## src/rtl/fetch_stage_if.sv

```systemverilog
// Fetch-stage bus bundle: imemory port, execute redirect and decode valid/ready handshake.
// The master side is the fetch stage; the slave side is memory, execute and decode.
interface fetch_stage_if;
    logic [31:0] imem_address;
    logic [31:0] imem_read_write;
    logic [31:0] imem_data_in;
    logic [31:0] imem_data_out;
    logic        redirect_valid;
    logic [31:0] redirect_pc;
    logic        f_valid;
    logic        f_ready;
    logic [31:0] f_pc;
    logic [31:0] f_insn;

    modport master (
        output imem_address, imem_read_write, imem_data_in, f_valid, f_pc, f_insn,
        input  imem_data_out, redirect_valid, redirect_pc, f_ready
    );

    modport slave (
        input  imem_address, imem_read_write, imem_data_in, f_valid, f_pc, f_insn,
        output imem_data_out, redirect_valid, redirect_pc, f_ready
    );
endinterface

```

## src/rtl/fetch_stage.sv

```systemverilog
// Instruction fetch: PC, one outstanding imemory read, DEPTH-entry {pc, insn} FIFO to decode.
// Optional FETCH_MISALIGN_TRAP_EN: misaligned redirect raises sticky fetch_fault and halts issue.
module fetch_stage #(
    parameter logic [31:0] RESET_PC = 32'h0100_0000,
    parameter int unsigned DEPTH    = 3
) (
    input  logic          clock,
    input  logic          reset_n,
    fetch_stage_if.master bus
`ifdef FETCH_MISALIGN_TRAP_EN
    ,
    output logic          fetch_fault
`endif
);

    localparam int unsigned PtrW = (DEPTH > 1) ? $clog2(DEPTH) : 1;
    localparam int unsigned CntW = $clog2(DEPTH + 1);

    typedef logic [PtrW-1:0] ptr_t;
    typedef logic [CntW-1:0] cnt_t;

    function automatic ptr_t ptr_inc(input ptr_t p);
        return (p == ptr_t'(DEPTH - 1)) ? '0 : p + ptr_t'(1);
    endfunction

    logic [31:0] pc_q, pc_d;
    logic        infl_v_q, infl_v_d;
    logic [31:0] infl_pc_q, infl_pc_d;
    ptr_t        rd_ptr_q, rd_ptr_d;
    ptr_t        wr_ptr_q, wr_ptr_d;
    cnt_t        count_q, count_d;
    logic [31:0] pc_mem   [DEPTH];
    logic [31:0] insn_mem [DEPTH];

    logic        halted;
    logic        credit_ok;
    logic        issue;
    logic        push;
    logic        pop;
    logic        valid;
    logic [31:0] target;

`ifdef FETCH_MISALIGN_TRAP_EN
    logic fault_q, fault_d;
    logic misaligned;

    assign misaligned  = bus.redirect_pc[1:0] != 2'b00;
    assign halted      = fault_q;
    assign target      = misaligned ? pc_q : bus.redirect_pc;
    assign fetch_fault = fault_q;
`else
    assign halted = 1'b0;
    assign target = {bus.redirect_pc[31:2], 2'b00};
`endif

    // The in-flight read already owns a FIFO slot, so a push can never find the FIFO full.
    assign credit_ok = (32'(count_q) + 32'(infl_v_q)) < DEPTH;
    assign issue     = credit_ok && !halted && !bus.redirect_valid;
    assign push      = infl_v_q && !bus.redirect_valid;
    assign valid     = reset_n && (count_q != '0);
    assign pop       = valid && bus.f_ready && !bus.redirect_valid;

    always_comb begin
        pc_d      = pc_q;
        infl_v_d  = infl_v_q;
        infl_pc_d = infl_pc_q;
        rd_ptr_d  = rd_ptr_q;
        wr_ptr_d  = wr_ptr_q;
        count_d   = count_q;
`ifdef FETCH_MISALIGN_TRAP_EN
        fault_d   = fault_q;
`endif
        if (bus.redirect_valid) begin
            pc_d     = target;
            infl_v_d = 1'b0;
            rd_ptr_d = '0;
            wr_ptr_d = '0;
            count_d  = '0;
`ifdef FETCH_MISALIGN_TRAP_EN
            if (misaligned) begin
                fault_d = 1'b1;
            end
`endif
        end else begin
            if (push) begin
                wr_ptr_d = ptr_inc(wr_ptr_q);
            end
            if (pop) begin
                rd_ptr_d = ptr_inc(rd_ptr_q);
            end
            case ({push, pop})
                2'b10:   count_d = count_q + cnt_t'(1);
                2'b01:   count_d = count_q - cnt_t'(1);
                default: count_d = count_q;
            endcase
            infl_v_d = issue;
            if (issue) begin
                infl_pc_d = pc_q;
                pc_d      = pc_q + 32'd4;
            end
        end
    end

    always_ff @(posedge clock) begin
        if (!reset_n) begin
            pc_q      <= RESET_PC;
            infl_v_q  <= 1'b0;
            infl_pc_q <= '0;
            rd_ptr_q  <= '0;
            wr_ptr_q  <= '0;
            count_q   <= '0;
`ifdef FETCH_MISALIGN_TRAP_EN
            fault_q   <= 1'b0;
`endif
        end else begin
            pc_q      <= pc_d;
            infl_v_q  <= infl_v_d;
            infl_pc_q <= infl_pc_d;
            rd_ptr_q  <= rd_ptr_d;
            wr_ptr_q  <= wr_ptr_d;
            count_q   <= count_d;
`ifdef FETCH_MISALIGN_TRAP_EN
            fault_q   <= fault_d;
`endif
        end
    end

    // Storage needs no reset: outputs are masked while empty or in reset.
    always_ff @(posedge clock) begin
        if (reset_n && push) begin
            pc_mem[wr_ptr_q]   <= infl_pc_q;
            insn_mem[wr_ptr_q] <= bus.imem_data_out;
        end
    end

    assign bus.imem_address    = reset_n ? pc_q : RESET_PC;
    assign bus.imem_read_write = '0;
    assign bus.imem_data_in    = '0;
    assign bus.f_valid         = valid;
    assign bus.f_pc            = reset_n ? pc_mem[rd_ptr_q] : '0;
    assign bus.f_insn          = reset_n ? insn_mem[rd_ptr_q] : '0;

endmodule
```

## src/flat_wrapper.sv

```systemverilog
// flat-port wrapper written by rule: the top's interface ports become plain ports
module fetch_stage_flat 
#(
    parameter logic [31:0] RESET_PC = 32'h0100_0000,
    parameter int unsigned DEPTH    = 3
)
  (clock, reset_n, bus_imem_address, bus_imem_read_write, bus_imem_data_in, bus_f_valid, bus_f_pc, bus_f_insn, bus_imem_data_out, bus_redirect_valid, bus_redirect_pc, bus_f_ready);
  fetch_stage_if bus_i ();
  input  logic clock;
  input  logic reset_n;
  output wire logic [$bits(bus_i.imem_address)-1:0] bus_imem_address;
  output wire logic [$bits(bus_i.imem_read_write)-1:0] bus_imem_read_write;
  output wire logic [$bits(bus_i.imem_data_in)-1:0] bus_imem_data_in;
  output wire logic [$bits(bus_i.f_valid)-1:0] bus_f_valid;
  output wire logic [$bits(bus_i.f_pc)-1:0] bus_f_pc;
  output wire logic [$bits(bus_i.f_insn)-1:0] bus_f_insn;
  input wire logic [$bits(bus_i.imem_data_out)-1:0] bus_imem_data_out;
  input wire logic [$bits(bus_i.redirect_valid)-1:0] bus_redirect_valid;
  input wire logic [$bits(bus_i.redirect_pc)-1:0] bus_redirect_pc;
  input wire logic [$bits(bus_i.f_ready)-1:0] bus_f_ready;
  assign bus_imem_address = bus_i.imem_address;
  assign bus_imem_read_write = bus_i.imem_read_write;
  assign bus_imem_data_in = bus_i.imem_data_in;
  assign bus_f_valid = bus_i.f_valid;
  assign bus_f_pc = bus_i.f_pc;
  assign bus_f_insn = bus_i.f_insn;
  assign bus_i.imem_data_out = bus_imem_data_out;
  assign bus_i.redirect_valid = bus_redirect_valid;
  assign bus_i.redirect_pc = bus_redirect_pc;
  assign bus_i.f_ready = bus_f_ready;
  fetch_stage #(.RESET_PC(RESET_PC), .DEPTH(DEPTH)) u_core (.clock(clock), .reset_n(reset_n), .bus(bus_i));
endmodule
```

## config.mk

```make
export PLATFORM = sky130hd
export DESIGN_NAME = fetch_stage_flat
export DESIGN_NICKNAME = d
export VERILOG_FILES = /design/src/rtl/fetch_stage_if.sv /design/src/rtl/fetch_stage.sv /design/src/flat_wrapper.sv
export SDC_FILE = /design/constraint.sdc
export NUM_CORES = 1
export LEC_CHECK = 0
export ABC_AREA = 1
export ABC_CLOCK_PERIOD_IN_PS = 5400
export CORE_MARGIN = 5
export CORE_UTILIZATION = 45
export CTS_CLUSTER_DIAMETER = 100
export DETAILED_ROUTE_END_ITERATION = 10
export PLACE_DENSITY = 0.76
export SYNTH_ARGS = -nofsm -noshare
export SYNTH_HDL_FRONTEND = slang
export SYNTH_SLANG_ARGS = --single-unit
```

## constraint.sdc

```tcl
create_clock -name clock -period 5.4 [get_ports clock]
set_clock_uncertainty 0.05 [all_clocks]
set_input_delay 1.08 -clock clock [delete_from_list [all_inputs] [get_ports clock]]
set_output_delay 1.08 -clock clock [all_outputs]
set_load 0.05 [all_outputs]
```

* Word-level counts from Yosys, hierarchy flattened
Memory sizes are Yosys's and may differ from the RTL's. A register that Yosys moved wholly into a read port is not among the register bits.
Cells that the tools add are included.
** Word-level totals
- Register bits after elaboration :: 71
- Word-level logic and storage cells :: 48
- Input bits :: 68
- Memory bits (writable) :: 192
- Memories :: 2
** Memories
- u_core.insn_mem :: words 3, width 32, rd ports 1, clocked after Yosys merged registers in 1, write ports 1, RTL line fetch_stage.sv:33 : logic [31:0] insn_mem [DEPTH];
- u_core.pc_mem :: words 3, width 32, rd ports 1, clocked after Yosys merged registers in 1, write ports 1, RTL line fetch_stage.sv:32 : logic [31:0] pc_mem [DEPTH];
** Operators by class
- Equality and inequality tests :: 4
- Bitwise operators :: 2
- $add $sub $neg :: 6
- Magnitude comparators :: 1
- Mux-type cells :: 14
- Reduce and logical (&&, ||, !) cells :: 12
** Operator list (number)
- two-way mux 32 bit :: 5
- adder 32 x 3 -> 32 bit, second input constant :: 1
- less-than comparator 32 x 2 -> 1 bit, second input constant :: 1
- two-way mux 2 bit :: 6
- adder 2 x 1 -> 2 bit, second input constant :: 3
- == test 2 bit, second input constant :: 3
- logical AND 1 bit :: 6
- nonzero test 2 bit :: 3
- case mux 2 bit (2 select lines) :: 1
- adder 2 x 1 -> 3 bit :: 1
- == test 2 x 1 -> 1 bit, second input constant :: 1
- two-way mux 1 bit :: 2
- inverter 1 bit :: 2
- AND reduction 2 bit :: 1
- OR reduction 2 bit :: 1
- subtractor 2 x 1 -> 2 bit, second input constant :: 1
- logical NOT 1 bit :: 1

* Logic depth before layout (Yosys ltp)
Gate-level depths: netlist (run 1).
- Depth in word-level cells :: 6
- Mapped depth :: 12
- Mapped depth without buffers :: 12

* Worst setup path after synthesis (run 1)
No wires, ideal clock.
- Kind :: input to register
- Start point :: in bus_redirect_valid
- End point :: mem u_core.insn_mem[0][0], enable pin
- Path slack :: 0.658 ns
- Cell stages on the path :: 6
- Path buffers :: 1
- Arrival time :: 4.210 ns
- Path through :: buf_4 > inv_4 > nand2_1 > nor2_1 > nand2_1 > nor2_1
** Between the ends
- Longest elaborated chain between the ends :: 5
** RTL lines
- start, declared :: RTL line flat_wrapper.sv:18 : input wire logic [$bits(bus_i.redirect_valid)-1:0] bus_redirect_valid;
- logical NOT 1 bit :: RTL line fetch_stage.sv:59 : assign push = infl_v_q && !bus.redirect_valid;
- logical AND 1 bit :: RTL line fetch_stage.sv:59
- logical AND 1 bit :: RTL line fetch_stage.sv:130 : if (reset_n && push) begin
- two-way mux 1 bit :: RTL line fetch_stage.sv:130
- two-way mux 1 bit (not written as such) :: RTL line fetch_stage.sv:132 : insn_mem[wr_ptr_q] <= bus.imem_data_out;
- end, declared :: RTL line fetch_stage.sv:33
No other way between the ends.

==> results.py, run 1 <==
metrics = {
    "status": {
        "status": "finished, final reports clean",
    },
    "clocking": {
        "ctsResizeCount": 0,
        "htree_levels": 1,
        "postCtsSetupBuffers": 0,
        "clkSlewWorstSetupHoldPaths_ns": 0.06,
        "clockBufferDepth": 3,
        "cts_tree": "yes",
        "cts_root_buf": "clkbuf_16",
        "clock_latency_ns": 0.52,
        "cts.sinks": 255,
        "cts_buffers": 26,
        "cts_hold_buf": 0,
    },
    "floorplanning": {
        "die_x_um": 172,
        "row_count": 59,
        "io_pins": 229,
        "core_um2": 26000,
        "die-area_um2": 29700,
        "die_h_um": 172,
        "start_util_pct": 45.6,
    },
    "pwr": {
        "power_density_nw_per_um2": 320,
        "p_int_uw": 3520,
        "switching_share_pct": 23.5,
        "p_switching_uw": 1080,
        "clkPwrFrac_pct": 42.5,
        "peakVddDrop_mv": 0.202,
        "seq_power_share_pct": 47.3,
        "finalPower_uw": 4600,
        "combPwrFrac_pct": 10.2,
        "p_leak_uw": 0.00610,
    },
    "routing": {
        "vias": 8139,
        "drt-total-wl_mm": 25.7,
        "drtPass1Iterations": 6,
        "viasPerCell": 4.81,
        "routedWlPerCell_um": 15.2,
        "route.detailed.drc": 0,
        "drtAntennaViolNets": 0,
        "dr.first_iter.drc_count": 563,
    },
    "critical_path": {
        "worstRegToRegCells": 8,
        "end_kind": "output port",
        "rrSetupSlack_ns": 2.55,
        "cpPeakStageDelay_ns": 0.80,
        "crit_chain": "buf_4 > mux2_2 > o21ai_0 > inv_1 > clkdlybuf4s50_1",
        "slowest_stage": "dfxtp_2",
        "critPathRequiredTime_ns": 4.27,
        "rr_startpoint": "u_core.count_q[0]",
        "worstPathMaxFanout": 26,
        "path_class": "reg2out",
        "arrival_ns": 3.08,
        "reg2reg_to": "u_core.infl_pc_q[15]",
        "worst_setup_path_start_kind": "register",
    },
    "placement": {
        "dp_slack_ns": 1.35,
        "numPortBuffers": 158,
        "dp_cells": 1646,
        "post-dp-hpwl_mm": 17.0,
        "gp_congestion": 0.862,
    },
    "logic_synthesis": {
        "netlist_area_um2": 11800,
        "async_flop_share_pct": 0,
        "yosysSeqAreaShare_pct": 58.8,
        "syn_avg_cell_area_um2": 9.93,
        "ys_types": 37,
        "yosys_warnings": 0,
        "synth_edf_count": 186,
        "synth_ff_type": "edfxtp_1",
        "synth_seq_cells": 255,
        "syn_inst": 1193,
    },
    "timing": {
        "tns_ns": 0,
        "slew_viol_final": 0,
        "fin_crit_ns": 4.21,
        "max_freq_mhz": 237,
        "finalSetupViolations": 0,
        "setup_slack_ns": 1.19,
        "timing.hold.ws_ns": 0.425,
        "hold_violations": 0,
        "rsz0062_at_grt": "no",
        "tightest_slew_ns": 0.974,
        "period_share_pct": 78.0,
        "relSlewSlack_pct": 35.0,
    },
    "finish": {
        "instances_no_fill": 1692,
        "nets": 1411,
        "antenna_cells": 0,
        "drive_gt1_share_pct": 12.1,
        "syn2layout_area_growth_pct": 21.2,
    },
    "global_routing": {
        "grt_pass1_wl_mm": 39.7,
        "overflow": 0,
        "antenna_found_initial": 0,
        "top_usage_layer": "met2",
        "grt_util_met3_pct": 2.72,
        "grt_util_all_layers_pct": 16.7,
        "grt_util_met2_pct": 28.3,
        "grt_pass1_vias": 7734,
        "grt_start_max_net_pins": 94,
        "use_met1_pct": 22.9,
    },
    "worst_hold_path": {
        "min_from": "u_core.rd_ptr_q[0]",
        "min_delay_path_depth": 2,
        "hold_class": "reg2reg",
    },
    "flow_run": {
        "cap_violations": 0,
    },
}
==> worst max path at each step <==
stage | from | endpoint | slack (ns) | cells past startpoint
2_1_floorplan | bus_redirect_valid | u_core.insn_mem[0][0] | 0.66 | 6
3_3_place_gp | reset_n | bus_f_insn[31] | 1.37 | 7
3_5_place_dp | reset_n | bus_f_insn[11] | 1.35 | 7
4_1_cts | register | bus_f_insn[11] | 1.10 | 5
5_1_grt | register | bus_f_insn[11] | 0.99 | 5
6_report | register | bus_f_insn[11] | 1.19 | 5
==> per-layer routing <==
metal	up-vias	share of wire [%]	wire, um
met1	3820	45	11600
met5	-	0	0
met4	0	1.3	329
met2	211	48	12300
met3	33	5.7	1450
li1	4075	-	-
==> sequential cells by signal, indices dropped and copies added, names as in the netlist, named ones only <==
name	cells
u_core.count_q	2
u_core.wr_ptr_q	2
u_core.insn_mem	96
u_core.infl_pc_q	30
u_core.rd_ptr_q	2
u_core.infl_v_q	1
u_core.pc_q	30
u_core.pc_mem	90
==> kinds of logic after synthesis <==
group / share of synthesized area, %
buf+inv: 13.3
simple gates: 12.0
flops: 58.8
compound gates: 9.23
mux: 5.89
fa+ha+maj: 0.423
xor+xnor: 0.296
other cells: 0.0317
==> layout make-up <==
| type | count | area [um2] |
|---|---|---|
| well taps | 335 | 419 |
| clock inverters | 13 | 245 |
| repair buffers | 171 | 1630 |
| flip-flops and latches | 255 | 6970 |
| fillers | 2202 | 11600 |
| multi-input cells | 670 | 3580 |
| clock buffers | 33 | 698 |
| inverters | 215 | 810 |
==> power groups by stage <==
stage	registers, uW	logic, uW	clock network [uW]
finish	2180	471	1950
global route	2180	506	2070
CTS	2170	471	2000
detailed placement	2220	468	0
global placement	2210	463	0
floorplan	2200	369	0
==> cell usage after synthesis, types with 2 or more instances <==
master,count,area [um2]
inv_1,214,803
buf_1,4,15.0
o221ai_1,2,17.5
nor2_4,4,45.0
ha_1,4,50.1
dfxtp_1,69,1380
mux2_2,62,698
nor2_1,79,297
nor2_2,7,43.8
o211ai_1,4,30.0
o211a_1,2,20.0
clkbuf_1,27,101
nor2_8,2,40.0
nand3_4,2,35.0
o21ai_1,3,15.0
nand2_2,3,18.8
a21oi_1,86,430
a31oi_1,5,31.3
nand3_1,38,190
buf_2,14,70.1
nand2_1,168,631
o21ai_0,105,526
buf_6,4,45.0
a22oi_1,2,15.0
xor2_1,3,26.3
nand4_1,14,87.6
buf_4,71,533
edfxtp_1,186,5590
==> stage by stage <==
step / instance area [um2] / utilization (%)
5_1_grt: 14400 / 55.2
4_1_cts: 14400 / 55.2
3_3_place_gp: 13400 / 51.6
2_1_floorplan: 12100 / -
3_5_place_dp: 13400 / 51.6
6_report: 14400 / 55.2
==> worst max-delay path, delay by kind of cell (launching register included) <==
kind | cells | cell delay (ns)
buffers and inverters | 3 | 1.18
muxes | 1 | 0.37
AOI/OAI and AO/OA | 1 | 0.19
DFF | 1 | 0.80
==> layout by cell type (no fill, tap or decap), types with 38 or more instances in the layout <==
cell / Yosys / routed
conb_1: 1 / 68
dfxtp_1: 69 / 67
inv_1: 214 / 213
nand2_1: 168 / 168
a21oi_1: 86 / 86
edfxtp_1: 186 / 186
clkdlybuf4s50_1: 0 / 136
nor2_1: 79 / 76
nand3_1: 38 / 38
o21ai_0: 105 / 105
mux2_2: 62 / 62
No activity file was read; power rests on OpenSTA's default activity.
==> inputs of run 2 (changes only) <==
Settings changed: ABC_CLOCK_PERIOD_IN_PS 5400 to 3700, PLACE_DENSITY 0.76 to 0.79.
Clock period 5.4 ns to 3.7 ns, I/O delays scaled along.
==> run 2 against run 1 <==
  * Utilization is 2.7 points higher
  * Die area unchanged
  * Critical endpoint is now bus_f_insn[22]
  * Worst hold slack improved by 0.0059 ns
  * Largest cell class unchanged
==> results.py, run 2 (same netlist as run 1, synthesis figures left out) <==
metrics = {
    "clocking": {
        "cts_buffers": 27,
        "cts_tree": "yes",
        "clockBufferDepth": 3,
        "clock_latency_ns": 0.52,
        "ctsResizeCount": 0,
        "postCtsSetupBuffers": 0,
        "clkSlewWorstSetupHoldPaths_ns": 0.06,
        "htree_levels": 1,
        "cts.sinks": 255,
        "cts_root_buf": "clkbuf_16",
        "cts_hold_buf": 0,
    },
    "floorplanning": {
        "core_um2": 26000,
        "die-area_um2": 29700,
        "die_h_um": 172,
        "start_util_pct": 45.6,
        "row_count": 59,
        "die_x_um": 172,
        "io_pins": 229,
    },
    "critical_path": {
        "cpLargestDelayFamily": "flip-flops",
        "crit_buf_inv": 3,
        "worstPathMaxFanout": 20,
        "arrival_ns": 2.39,
        "crit_chain": "buf_4 > mux2_2 > o21ai_0 > inv_1 > buf_12",
        "cpPeakStageDelay_ns": 0.68,
        "worst_setup_path_start_kind": "register",
        "slowest_stage": "dfxtp_2",
        "rr_startpoint": "u_core.count_q[0]",
        "critPathRequiredTime_ns": 2.91,
        "end_kind": "output port",
        "path_class": "reg2out",
    },
    "finish": {
        "syn2layout_area_growth_pct": 27.1,
        "nets": 1414,
        "fin_util_pct": 58.0,
        "top_register": "u_core.insn_mem",
        "antenna_cells": 0,
        "multi_input_area_um2": 3580,
        "largest_reg_flops": 96,
        "drive_gt1_share_pct": 17.8,
        "register_area_um2": 6970,
        "fillers": 2144,
        "mostFrequentLayoutCell": "inv_1",
        "final_cell_mix": "213 x inv_1, 186 x edfxtp_1, 168 x nand2_1",
        "reg_top3": "u_core.insn_mem (96), u_core.pc_mem (90)",
    },
    "routing": {
        "drtAntennaViolNets": 0,
        "met1Wirelength_mm": 10.9,
        "wl_met3_mm": 1.59,
        "drtPass1Iterations": 5,
        "routedWlPerCell_um": 14.9,
        "dr.max_layer_used": "met4",
        "route.detailed.drc": 0,
        "dr.first_iter.drc_count": 610,
        "wl_met2_mm": 12.5,
        "drt-total-wl_mm": 25.3,
        "vias": 8229,
        "viasPerCell": 4.85,
    },
    "timing": {
        "tightest_slew_ns": 0.631,
        "max_freq_mhz": 314,
        "period_share_pct": 86.0,
        "relSlewSlack_pct": 57.9,
        "setup_slack_ns": 0.520,
        "timing.hold.ws_ns": 0.431,
        "fin_crit_ns": 3.18,
        "rsz0062_at_grt": "no",
        "tns_ns": 0,
        "slew_viol_final": 0,
        "finalSetupViolations": 0,
        "hold_violations": 0,
    },
    "global_routing": {
        "grt_start_max_net_pins": 66,
        "overflow": 0,
        "grt_pass1_wl_mm": 40.3,
        "antenna_found_initial": 0,
        "grt_util_all_layers_pct": 16.8,
        "grt_pass1_vias": 7865,
    },
    "flow_run": {
        "cap_violations": 0,
    },
    "placement": {
        "dp_slack_ns": 0.823,
        "gp_congestion": 0.852,
        "numPortBuffers": 158,
        "post-dp-hpwl_mm": 16.8,
    },
    "worst_hold_path": {
        "min_from": "u_core.infl_pc_q[3]",
        "hold_class": "reg2reg",
    },
    "pwr": {
        "p_leak_uw": 0.00649,
        "power_density_nw_per_um2": 452,
        "peakVddDrop_mv": 0.265,
    },
    "status": {
        "status": "finished, final reports clean",
    },
}
==> run 2: cell types whose count changed in the layout (fill, tap and decap cells not counted), moves of 2 or more <==
| cell | delta |
|---|---|
| clkdlybuf4s50_1 | -71 |
| buf_12 | +67 |
| buf_4 | +6 |
| clkinv_2 | +4 |
| clkbuf_1 | -3 |
| clkbuf_8 | +2 |
==> run 2: power breakdown <==
| group | switching [uW] | internal (uW) | total, uW |
|---|---|---|---|
| sequential | 59.2 | 3120 | 3180 |
| clock | 1060 | 1800 | 2870 |
| combinational | 501 | 260 | 761 |
| total | 1620 | 5180 | 6810 |
==> run 2: layout make-up <==
class | instances | share of cell area (%)
Clock buffer | 32 | 4.74
Clock inverter | 17 | 1.70
Inverter | 215 | 5.38
Multi-Input combinational cell | 670 | 23.8
Sequential cell | 255 | 46.3
Tap cell | 335 | 2.78
Timing Repair Buffer | 173 | 15.3
==> run 2: worst paths after layout <==
| kind | endpoint | cells past startpoint | slack, ns |
|---|---|---|---|
| worst max-delay path | bus_f_insn[22] | 5 | 0.52 |
| worst min-delay path | u_core.pc_mem[0][3] | 0 | 0.43 |
| worst max register to register | u_core.pc_q[20] | 12 | 1.29 |
| worst min register to register | u_core.pc_mem[0][3] | 0 | 0.43 |
==> run 2: per-layer routing <==
metal	global-route usage (%)	up-vias
li1	-	4089
met1	23.2	3868
met2	28.6	249
met3	2.56	23
met4	3.11	0
met5	0	-
==> run 2: metrics by stage <==
stage	area (um2)	cells	power [uW]
3_3_place_gp	14100	1648	3980
2_1_floorplan	12100	1260	3750
6_report	15100	1697	6810
3_5_place_dp	14100	1648	4000
4_1_cts	15100	1697	6850
5_1_grt	15100	1697	7050
